$ cat src/rtl/fp_pkg.sv
// Shared IEEE-754 single-precision constants and classification types for the
// multiplier, accumulator and future adder/divider blocks.
package fp_pkg;

    localparam int EXP_W    = 8;
    localparam int MANT_W   = 23;
    localparam int SIG_W    = MANT_W + 1;
    localparam int WORD_W   = 1 + EXP_W + MANT_W;
    localparam int EXP_BIAS = 127;
    localparam int EXP_MAX  = 255;

    localparam logic [WORD_W-1:0] QNAN = 32'h7FC0_0000;

    typedef enum logic [1:0] {
        FP_ZERO,
        FP_NORM,
        FP_INF,
        FP_NAN
    } fp_class_t;

    typedef enum logic [1:0] {
        SP_NONE,
        SP_NAN,
        SP_INF,
        SP_ZERO
    } fp_special_t;

    // Special-result priority for a product: NaN (incl. inf*0) > inf > zero.
    function automatic fp_special_t resolve_mul_special(input fp_class_t a, input fp_class_t b);
        fp_special_t sp;
        if (a == FP_NAN || b == FP_NAN ||
            (a == FP_INF && b == FP_ZERO) || (a == FP_ZERO && b == FP_INF))
            sp = SP_NAN;
        else if (a == FP_INF || b == FP_INF)
            sp = SP_INF;
        else if (a == FP_ZERO || b == FP_ZERO)
            sp = SP_ZERO;
        else
            sp = SP_NONE;
        return sp;
    endfunction

endpackage

$ cat src/rtl/fp_unpack.sv
// Combinational split of an IEEE single into sign/exponent/significand plus
// operand class; denormals are flushed and classed as zero.
module fp_unpack
    import fp_pkg::*;
(
    input  logic [WORD_W-1:0] word_i,
    output logic              sign_o,
    output logic [EXP_W-1:0]  exp_o,
    output logic [SIG_W-1:0]  sig_o,
    output fp_class_t         cls_o
);

    logic exp_zero;
    logic exp_ones;
    logic frac_zero;

    always_comb begin
        sign_o    = word_i[WORD_W-1];
        exp_o     = word_i[WORD_W-2 -: EXP_W];
        exp_zero  = (exp_o == '0);
        exp_ones  = (exp_o == '1);
        frac_zero = (word_i[MANT_W-1:0] == '0);
        sig_o     = {~exp_zero, word_i[MANT_W-1:0]};
        cls_o     = FP_NORM;
        if (exp_zero)
            cls_o = FP_ZERO;
        else if (exp_ones)
            cls_o = frac_zero ? FP_INF : FP_NAN;
    end

endmodule

$ cat src/rtl/floating_point_multiplier.sv
// Three-stage IEEE single multiplier (unpack / multiply / round+pack) that
// forwards valid/last framing straight into the dot-product accumulator.
module floating_point_multiplier
    import fp_pkg::*;
#(
    parameter  int FRAC_WIDTH = 24,
    parameter  int EXP_WIDTH  = 8,
    localparam int DATA_WIDTH = FRAC_WIDTH + EXP_WIDTH
) (
    input  logic                  clk,
    input  logic                  rst,
    input  logic                  validIn,
    input  logic                  lastIn,
    input  logic [DATA_WIDTH-1:0] aIn,
    input  logic [DATA_WIDTH-1:0] bIn,
    output logic                  validOut,
    output logic                  lastOut,
    output logic [DATA_WIDTH-1:0] dataOut
);

    localparam int LATENCY = 3;
    localparam int PROD_W  = 2 * FRAC_WIDTH;
    localparam int EXPW    = EXP_WIDTH + 2;
    localparam int MW      = FRAC_WIDTH - 1;

    localparam logic signed [EXPW-1:0] BIAS_S = EXPW'(EXP_BIAS);
    localparam logic signed [EXPW-1:0] MAX_S  = EXPW'(EXP_MAX);

    logic [LATENCY-1:0] valid_d, valid_q;
    logic [LATENCY-1:0] last_d,  last_q;

    logic                  a_sign, b_sign;
    logic [EXP_WIDTH-1:0]  a_exp,  b_exp;
    logic [FRAC_WIDTH-1:0] a_sig,  b_sig;
    fp_class_t             a_cls,  b_cls;

    logic                  sign1_d, sign1_q;
    logic [EXP_WIDTH-1:0]  ea1_d, ea1_q, eb1_d, eb1_q;
    logic [FRAC_WIDTH-1:0] siga1_d, siga1_q, sigb1_d, sigb1_q;
    fp_class_t             cls_a1_d, cls_a1_q, cls_b1_d, cls_b1_q;

    logic                    sign2_d, sign2_q;
    logic [PROD_W-1:0]       prod2_d, prod2_q;
    logic signed [EXPW-1:0]  exp2_d, exp2_q;
    fp_special_t             sp2_d, sp2_q;

    logic [DATA_WIDTH-1:0] data_d, data_q;

    logic                   guard, sticky, round_up;
    logic [MW-1:0]          mant, mant_f;
    logic [FRAC_WIDTH-1:0]  mant_r;
    logic signed [EXPW-1:0] exp_n, exp_f;
    logic [DATA_WIDTH-1:0]  result;

    fp_unpack u_unpack_a (
        .word_i (aIn),
        .sign_o (a_sign),
        .exp_o  (a_exp),
        .sig_o  (a_sig),
        .cls_o  (a_cls)
    );

    fp_unpack u_unpack_b (
        .word_i (bIn),
        .sign_o (b_sign),
        .exp_o  (b_exp),
        .sig_o  (b_sig),
        .cls_o  (b_cls)
    );

    always_comb begin
        valid_d  = {valid_q[LATENCY-2:0], validIn};
        last_d   = {last_q[LATENCY-2:0], validIn & lastIn};

        sign1_d  = a_sign ^ b_sign;
        ea1_d    = a_exp;
        eb1_d    = b_exp;
        siga1_d  = a_sig;
        sigb1_d  = b_sig;
        cls_a1_d = a_cls;
        cls_b1_d = b_cls;

        // 10-bit signed sum cannot wrap for any pair of 8-bit exponents
        sign2_d  = sign1_q;
        prod2_d  = PROD_W'(siga1_q) * PROD_W'(sigb1_q);
        exp2_d   = $signed({2'b00, ea1_q}) + $signed({2'b00, eb1_q}) - BIAS_S;
        sp2_d    = resolve_mul_special(cls_a1_q, cls_b1_q);
    end

    always_comb begin
        if (prod2_q[PROD_W-1]) begin
            mant   = prod2_q[PROD_W-2 -: MW];
            guard  = prod2_q[FRAC_WIDTH-1];
            sticky = |prod2_q[FRAC_WIDTH-2:0];
            exp_n  = exp2_q + EXPW'(1);
        end else begin
            mant   = prod2_q[PROD_W-3 -: MW];
            guard  = prod2_q[FRAC_WIDTH-2];
            sticky = |prod2_q[FRAC_WIDTH-3:0];
            exp_n  = exp2_q;
        end

        round_up = guard & (sticky | mant[0]);
        mant_r   = {1'b0, mant} + FRAC_WIDTH'(round_up);
        if (mant_r[FRAC_WIDTH-1]) begin
            mant_f = '0;
            exp_f  = exp_n + EXPW'(1);
        end else begin
            mant_f = mant_r[MW-1:0];
            exp_f  = exp_n;
        end

        case (sp2_q)
            SP_NAN:  result = DATA_WIDTH'(QNAN);
            SP_INF:  result = {sign2_q, {EXP_WIDTH{1'b1}}, {MW{1'b0}}};
            SP_ZERO: result = {sign2_q, {(DATA_WIDTH-1){1'b0}}};
            default: begin
                if (exp_f >= MAX_S)
                    result = {sign2_q, {EXP_WIDTH{1'b1}}, {MW{1'b0}}};
                else if (exp_f[EXPW-1] || exp_f == '0)
                    result = {sign2_q, {(DATA_WIDTH-1){1'b0}}};
                else
                    result = {sign2_q, exp_f[EXP_WIDTH-1:0], mant_f};
            end
        endcase

        data_d = valid_q[LATENCY-2] ? result : data_q;
    end

    always_ff @(posedge clk) begin
        if (rst) begin
            valid_q <= '0;
            last_q  <= '0;
            data_q  <= '0;
        end else begin
            valid_q <= valid_d;
            last_q  <= last_d;
            data_q  <= data_d;
        end
    end

    // Datapath stages run unconditionally; only the framing flags are reset.
    always_ff @(posedge clk) begin
        sign1_q  <= sign1_d;
        ea1_q    <= ea1_d;
        eb1_q    <= eb1_d;
        siga1_q  <= siga1_d;
        sigb1_q  <= sigb1_d;
        cls_a1_q <= cls_a1_d;
        cls_b1_q <= cls_b1_d;
        sign2_q  <= sign2_d;
        prod2_q  <= prod2_d;
        exp2_q   <= exp2_d;
        sp2_q    <= sp2_d;
    end

    assign validOut = valid_q[LATENCY-1];
    assign lastOut  = last_q[LATENCY-1];
    assign dataOut  = data_q;

endmodule

$ cat config.mk
export PLATFORM = sky130hd
export DESIGN_NAME = floating_point_multiplier
export DESIGN_NICKNAME = d
export VERILOG_FILES = /design/src/rtl/fp_pkg.sv /design/src/rtl/fp_unpack.sv /design/src/rtl/floating_point_multiplier.sv
export SDC_FILE = /design/constraint.sdc
export NUM_CORES = 2
export LEC_CHECK = 0
export ABC_CLOCK_PERIOD_IN_PS = 8500
export CORE_ASPECT_RATIO = 1.4
export CORE_UTILIZATION = 50
export DETAILED_ROUTE_END_ITERATION = 8
export PLACE_DENSITY = 0.67
export SLEW_MARGIN = 25
export SYNTH_ARGS = -nofsm -noshare
export SYNTH_HDL_FRONTEND = slang
export SYNTH_SLANG_ARGS = --single-unit
$ cat constraint.sdc
create_clock -name clk -period 8.5 [get_ports clk]
set_input_delay 0.85 -clock clk [delete_from_list [all_inputs] [get_ports clk]]
set_output_delay 0.85 -clock clk [all_outputs]
set_load 0.01 [all_outputs]
Word-level counts from Yosys, hierarchy flattened --
Index checks and enable logic that the tools add are counted.
Operators by class: $add $sub $neg 5, reductions and logical operators 19, equality and inequality tests 9, bitwise operators 8, divide/modulo/power cells 0, $lt $le $gt $ge 1, multiply operators 1, shift operators 0, muxes and demuxes 15
Operator list (number):
- $pmux W32 S3 | 1
- $mux W31 | 2
- $mul A24 B24 Y48 | 1
- $logic_not A23 Y1 | 2
- $mux W23 | 2
- $add A23 B1 Y24 | 1
- $reduce_or A23 Y1 | 1
- $reduce_or A22 Y1 | 1
- $add A10 B2 Y10 const B | 2
- $mux W10 | 2
- $eq A8 B8 Y1 const B | 2
- $logic_not A8 Y1 | 2
- $eq A2 B2 Y1 const B | 6
- $ge A10 B9 Y1 const B | 1
- $logic_not A10 Y1 | 1
- $sub A9 B7 Y10 const B | 1
- $add A8 B8 Y9 | 1
- $logic_or A1 B1 Y1 | 6
- $mux W1 | 6
- $logic_not A2 Y1 | 2
- $mux W2 | 2
- $not A1 Y1 | 4
- $reduce_or A2 Y1 | 2
- $and A1 B1 Y1 | 2
- 4 further kinds | 5
Storage, ports and cells: memory bits (writable) 0, memories 0, input bits 68, output and inout bits 34, word-level logic and storage cells 74, bits in registers 168, bits in latches 0, memory bits (read-only) 0

Logic depth before layout (Yosys ltp) --
depth in word-level cells 11, mapped depth 27, gate-level depth less buffers 25

By module --
Synthesis repeated with hierarchy kept, for this count alone.
Second synthesis, totals: cell total of the unflattened synthesis 2837, area total of the unflattened synthesis 25873.6 um^2
By module, submodules not included:
- floating_point_multiplier | area each 25195.4 um^2, cells an instance 2743, instances 1, seq. area each 3363.2 um^2
- fp_unpack | area each 339.1 um^2, cells an instance 47, instances 2, seq. area each 0.0 um^2

Worst setup path before layout --
OpenSTA, ideal clock, no wires.
kind reg-to-reg, from register sigb1_q[3], to register prod2_q[45], path slack 1.698 ns, required time 8.373 ns, setup time 0.127 ns, arrival time 6.675 ns, buffers on the path 2, stages on the path, launching flop included 28, clock period less this slack 6.802 ns, cell sequence dfxtp_1 -> clkbuf_1 -> nand2_1 -> fa_1 -> inv_1 -> fa_1 -> inv_1 -> fa_1 -> inv_1 -> fa_1 -> inv_1 -> fa_1 -> inv_1 -> fa_1 -> inv_1 -> fa_1 -> inv_1 -> ha_1 -> clkbuf_1 -> a21oi_1 -> nor3_1 -> o21ba_2 -> o21a_1 -> or3_1 -> a221o_1 -> a21oi_1 -> o21ai_0 -> xor2_1
Between the ends: longest elaborated chain between the ends 1
Ends and longest elaborated chain:
- start: declaration | line floating_point_multiplier.sv:39 | logic [FRAC_WIDTH-1:0] siga1_d, siga1_q, sigb1_d, sigb1_q;
- start signal: assignment | line floating_point_multiplier.sv:148 | sigb1_q <= sigb1_d;
- $mul A24 B24 Y48 | line floating_point_multiplier.sv:85 | prod2_d = PROD_W'(siga1_q) * PROD_W'(sigb1_q);
- named net prod2_d[45] | line floating_point_multiplier.sv:43 | logic [PROD_W-1:0] prod2_d, prod2_q;
- end signal: assignment | line floating_point_multiplier.sv:152 | prod2_q <= prod2_d;
- end: declaration | line floating_point_multiplier.sv:43
The timed path passes the listed nets, and every way through them passes these cells. A chain may end at the register's enable or synchronous reset.

Worst setup path in the final report --
from register sigb1_q[5], to register prod2_q[46]
The elaborated chain is that of the path after synthesis.

==> results_dict.tcl <==
set metrics [dict create \
    crit_arrival_ns 8.28 \
    numCtsBuffers 17 \
    ant_nets 0 \
    vias 18780 \
    grt_max_degree 56 \
    synth_top_area_share_pct 38.43 \
    synth-async-reset-ratio_pct 0 \
    rsz0062_at_grt "false" \
    hold_class "flip-flop to flip-flop" \
    synth-xor-area-share_pct 3.376 \
    fin_crit_sh_pct 92.83 \
    synthFlopType "dfxtp_1" \
    port_buffers 101 \
    place_hpwl_um 57910 \
    syn_nets 3488 \
    grt_antenna_before_repair 1 \
    met3_usage_pct 3.119 \
    synth_compound_area_share_pct 6.539 \
    cts_setup_buffers 0 \
    synth_cells 2741 \
    wl_um 71260 \
    hold_viol 0 \
    yosysMostFrequentCell "inv_1" \
    overflow 0 \
    path_clk_slew_ns 0.08 \
    clock.fmax_mhz 126.7 \
    initial_core_util_pct 50.97 \
    path_class "flip-flop to flip-flop" \
    dr.pass1.iters 5 \
    fp.dieW_um 191.6 \
    fp.dieH_um 267.4 \
    clk_latency_ns 0.47 \
    slew_violations 0 \
    outcome "completed" \
    cts_tree "yes" \
    cts-resized-gates 0 \
    grt_busiest_layer "met2" \
    synthAdderAreaFrac_pct 48.17 \
    synth-warning-count 0 \
    h-tree-depth 4 \
    pin_count 102 \
    nets 3526 \
    clockRootBuffer "clkbuf_16" \
    synth.area.mux_share_pct 0.8602 \
    dieArea_mm2 0.05124 \
    critPathLaunchType "flip-flop" \
    drt_first_iter_violations 1107 \
    fin_util_pct 55.54 \
    routedWlPerCell_um 20.78 \
    postCtsHoldBufs 0 \
    drv_cap 0 \
    synth.largest_area_cell "fa_1" \
    setup_viol 0 \
    grtUsageMet1_pct 32.52 \
    synth_top_family_by_area "adder cells" \
    drc 0 \
    tns_ns 0 \
    routabilityCongestion 0.9428 \
    tightestPinTransition_ns 1.094 \
    synth.distinct_cells 74 \
    final.setup_skew_ns 0.02145 \
    core_mm2 0.04937 \
    viasPerCell 5.478 \
    netlist_area_mm2 0.02516 \
    use_met2_pct 52.50 \
    fillers 4539 \
    crit_fanout 12 \
    drive_gt1_share_pct 4.011 \
    period_needed_ns 7.890 \
    avgSynthCellArea_um2 9.180 \
    synthSimpleGateAreaFrac_pct 17.26 \
    clockBufferDepth 2 \
    grt_first_pass_wirelength_um 111300 \
    synth_edf_count 0 \
    relSlewSlack_pct 26.95 \
    area_growth_syn_to_layout_pct 8.960 \
    critPathRequiredTime_ns 8.89 \
    diodes 0 \
    first_global_vias 20500 \
    synth_area_leaders "fa_1 38%, dfxtp_1 13%, ha_1 9.7%, inv_1 8.4%, and2_1 7.7%" \
    cts.sinks 168 \
    ys_seq_elements 168 \
    endpoint_kind "flip-flop" \
    synth-seq-area-share_pct 13.37 \
    track_usage_pct 29.13 \
    rows 96 \
    synth_common_cells "563 x inv_1, 483 x fa_1, 338 x nand2_1" \
]
per-stage QoR:
stage	hold WS (ns)	area [um2]	instances	setup WS, ns
after CTS	0.3421	27410	3429	0.6350
after detailed placement	0.3168	26810	3397	0.6868
final	0.3364	27420	3429	0.6098
after global routing	0.3475	27420	3429	0.2581
after floorplan	0.3096	25160	2741	1.698
after global placement	0.3231	26800	3397	0.4972
placed cells by master (no fill, tap or decap), types with 6 or more instances in the layout:
| cell type | synthesis | layout |
|---|---|---|
| buf_4 | 0 | 45 |
| nor2b_1 | 10 | 10 |
| nand2_1 | 338 | 338 |
| and3_1 | 10 | 10 |
| xnor2_1 | 58 | 58 |
| o22ai_1 | 6 | 6 |
| dfxtp_2 | 0 | 9 |
| dfxtp_1 | 168 | 159 |
| xor2_1 | 39 | 39 |
| a31oi_1 | 9 | 9 |
| o21ai_0 | 34 | 34 |
| a21o_1 | 17 | 17 |
| nor4_1 | 27 | 27 |
| inv_1 | 563 | 563 |
| o21a_1 | 8 | 8 |
| mux2i_1 | 16 | 16 |
| nor3_1 | 16 | 16 |
| and2_1 | 311 | 311 |
| ha_1 | 196 | 196 |
| nor2_1 | 48 | 48 |
| a22o_1 | 21 | 21 |
| a21oi_1 | 72 | 72 |
| or3_1 | 7 | 7 |
| clkbuf_16 | 0 | 17 |
| fa_1 | 483 | 483 |
| a211oi_1 | 13 | 13 |
| nand4_1 | 20 | 20 |
| o21bai_1 | 15 | 15 |
| nand3_1 | 26 | 26 |
| and4_1 | 7 | 7 |
| clkdlybuf4s50_1 | 0 | 101 |
metal layers:
| metal | vias up | share of wire, % | routed length [um] |
|---|---|---|---|
| li1 | 8421 | - | - |
| met1 | 9519 | 37 | 26320 |
| met2 | 638 | 52 | 36920 |
| met3 | 205 | 4.7 | 3338 |
| met4 | 0 | 6.6 | 4671 |
| met5 | - | 0 | 0 |
worst max-delay path, cell delays in order (launching register included):
cell      delay, ns
dfxtp_1        0.91
buf_4          0.31
nand2_1        0.09
fa_1           0.53
inv_1          0.06
fa_1           0.51
inv_1          0.07
fa_1           0.50
fa_1           0.45
fa_1           0.50
inv_1          0.06
fa_1           0.54
inv_1          0.05
fa_1           0.47
inv_1          0.04
ha_1           0.40
and4_1         0.32
nand3_1        0.13
a211oi_1       0.51
o211ai_1       0.21
a211oi_1       0.54
o21ai_0        0.26
o21ai_0        0.24
xor2_1         0.15
area by class of cell:
| cell class | instances | area (um2) | area share (%) |
|---|---|---|---|
| Clock buffer | 17 | 425.4 | 1.552 |
| Clock inverter | 15 | 178.9 | 0.6526 |
| Inverter | 564 | 2117 | 7.721 |
| Multi-Input combinational cell | 1882 | 19180 | 69.94 |
| Sequential cell | 168 | 3374 | 12.31 |
| Tap cell | 637 | 797.0 | 2.907 |
| Timing Repair Buffer | 146 | 1349 | 4.919 |
flip-flops by register name, indices dropped and copies added (netlist names), 2 cells and up:
name	cells
sp2_q	2
eb1_q	8
siga1_q	24
prod2_q	48
ea1_q	8
last_q	3
exp2_q	10
dataOut	32
valid_q	3
cls_b1_q	2
sigb1_q	24
cls_a1_q	2
cell families (layout without fill, tap and decap cells):
group                      Yosys count  in the layout
adders and majority gates          679            679
buffers and inverters              691            742
and+or+nand+nor                    844            844
DFF                                168            168
muxes                               21             21
AOI/OAI and AO/OA                  241            241
xor gates and xnor gates            97             97
final timing paths:
check        cells past startpoint          startpoint  slack, ns             endpoint
min reg2reg                      0     sign1_q$_DFF_P_       0.34      sign2_q$_DFF_P_
max reg2reg                     23  sigb1_q[5]$_DFF_P_       0.61  prod2_q[46]$_DFF_P_
max                             23  sigb1_q[5]$_DFF_P_       0.61  prod2_q[46]$_DFF_P_
min                              0     sign1_q$_DFF_P_       0.34      sign2_q$_DFF_P_
Power is not shown: default switching activity piles up to over one toggle a cycle in this logic, so the estimate is an artifact.
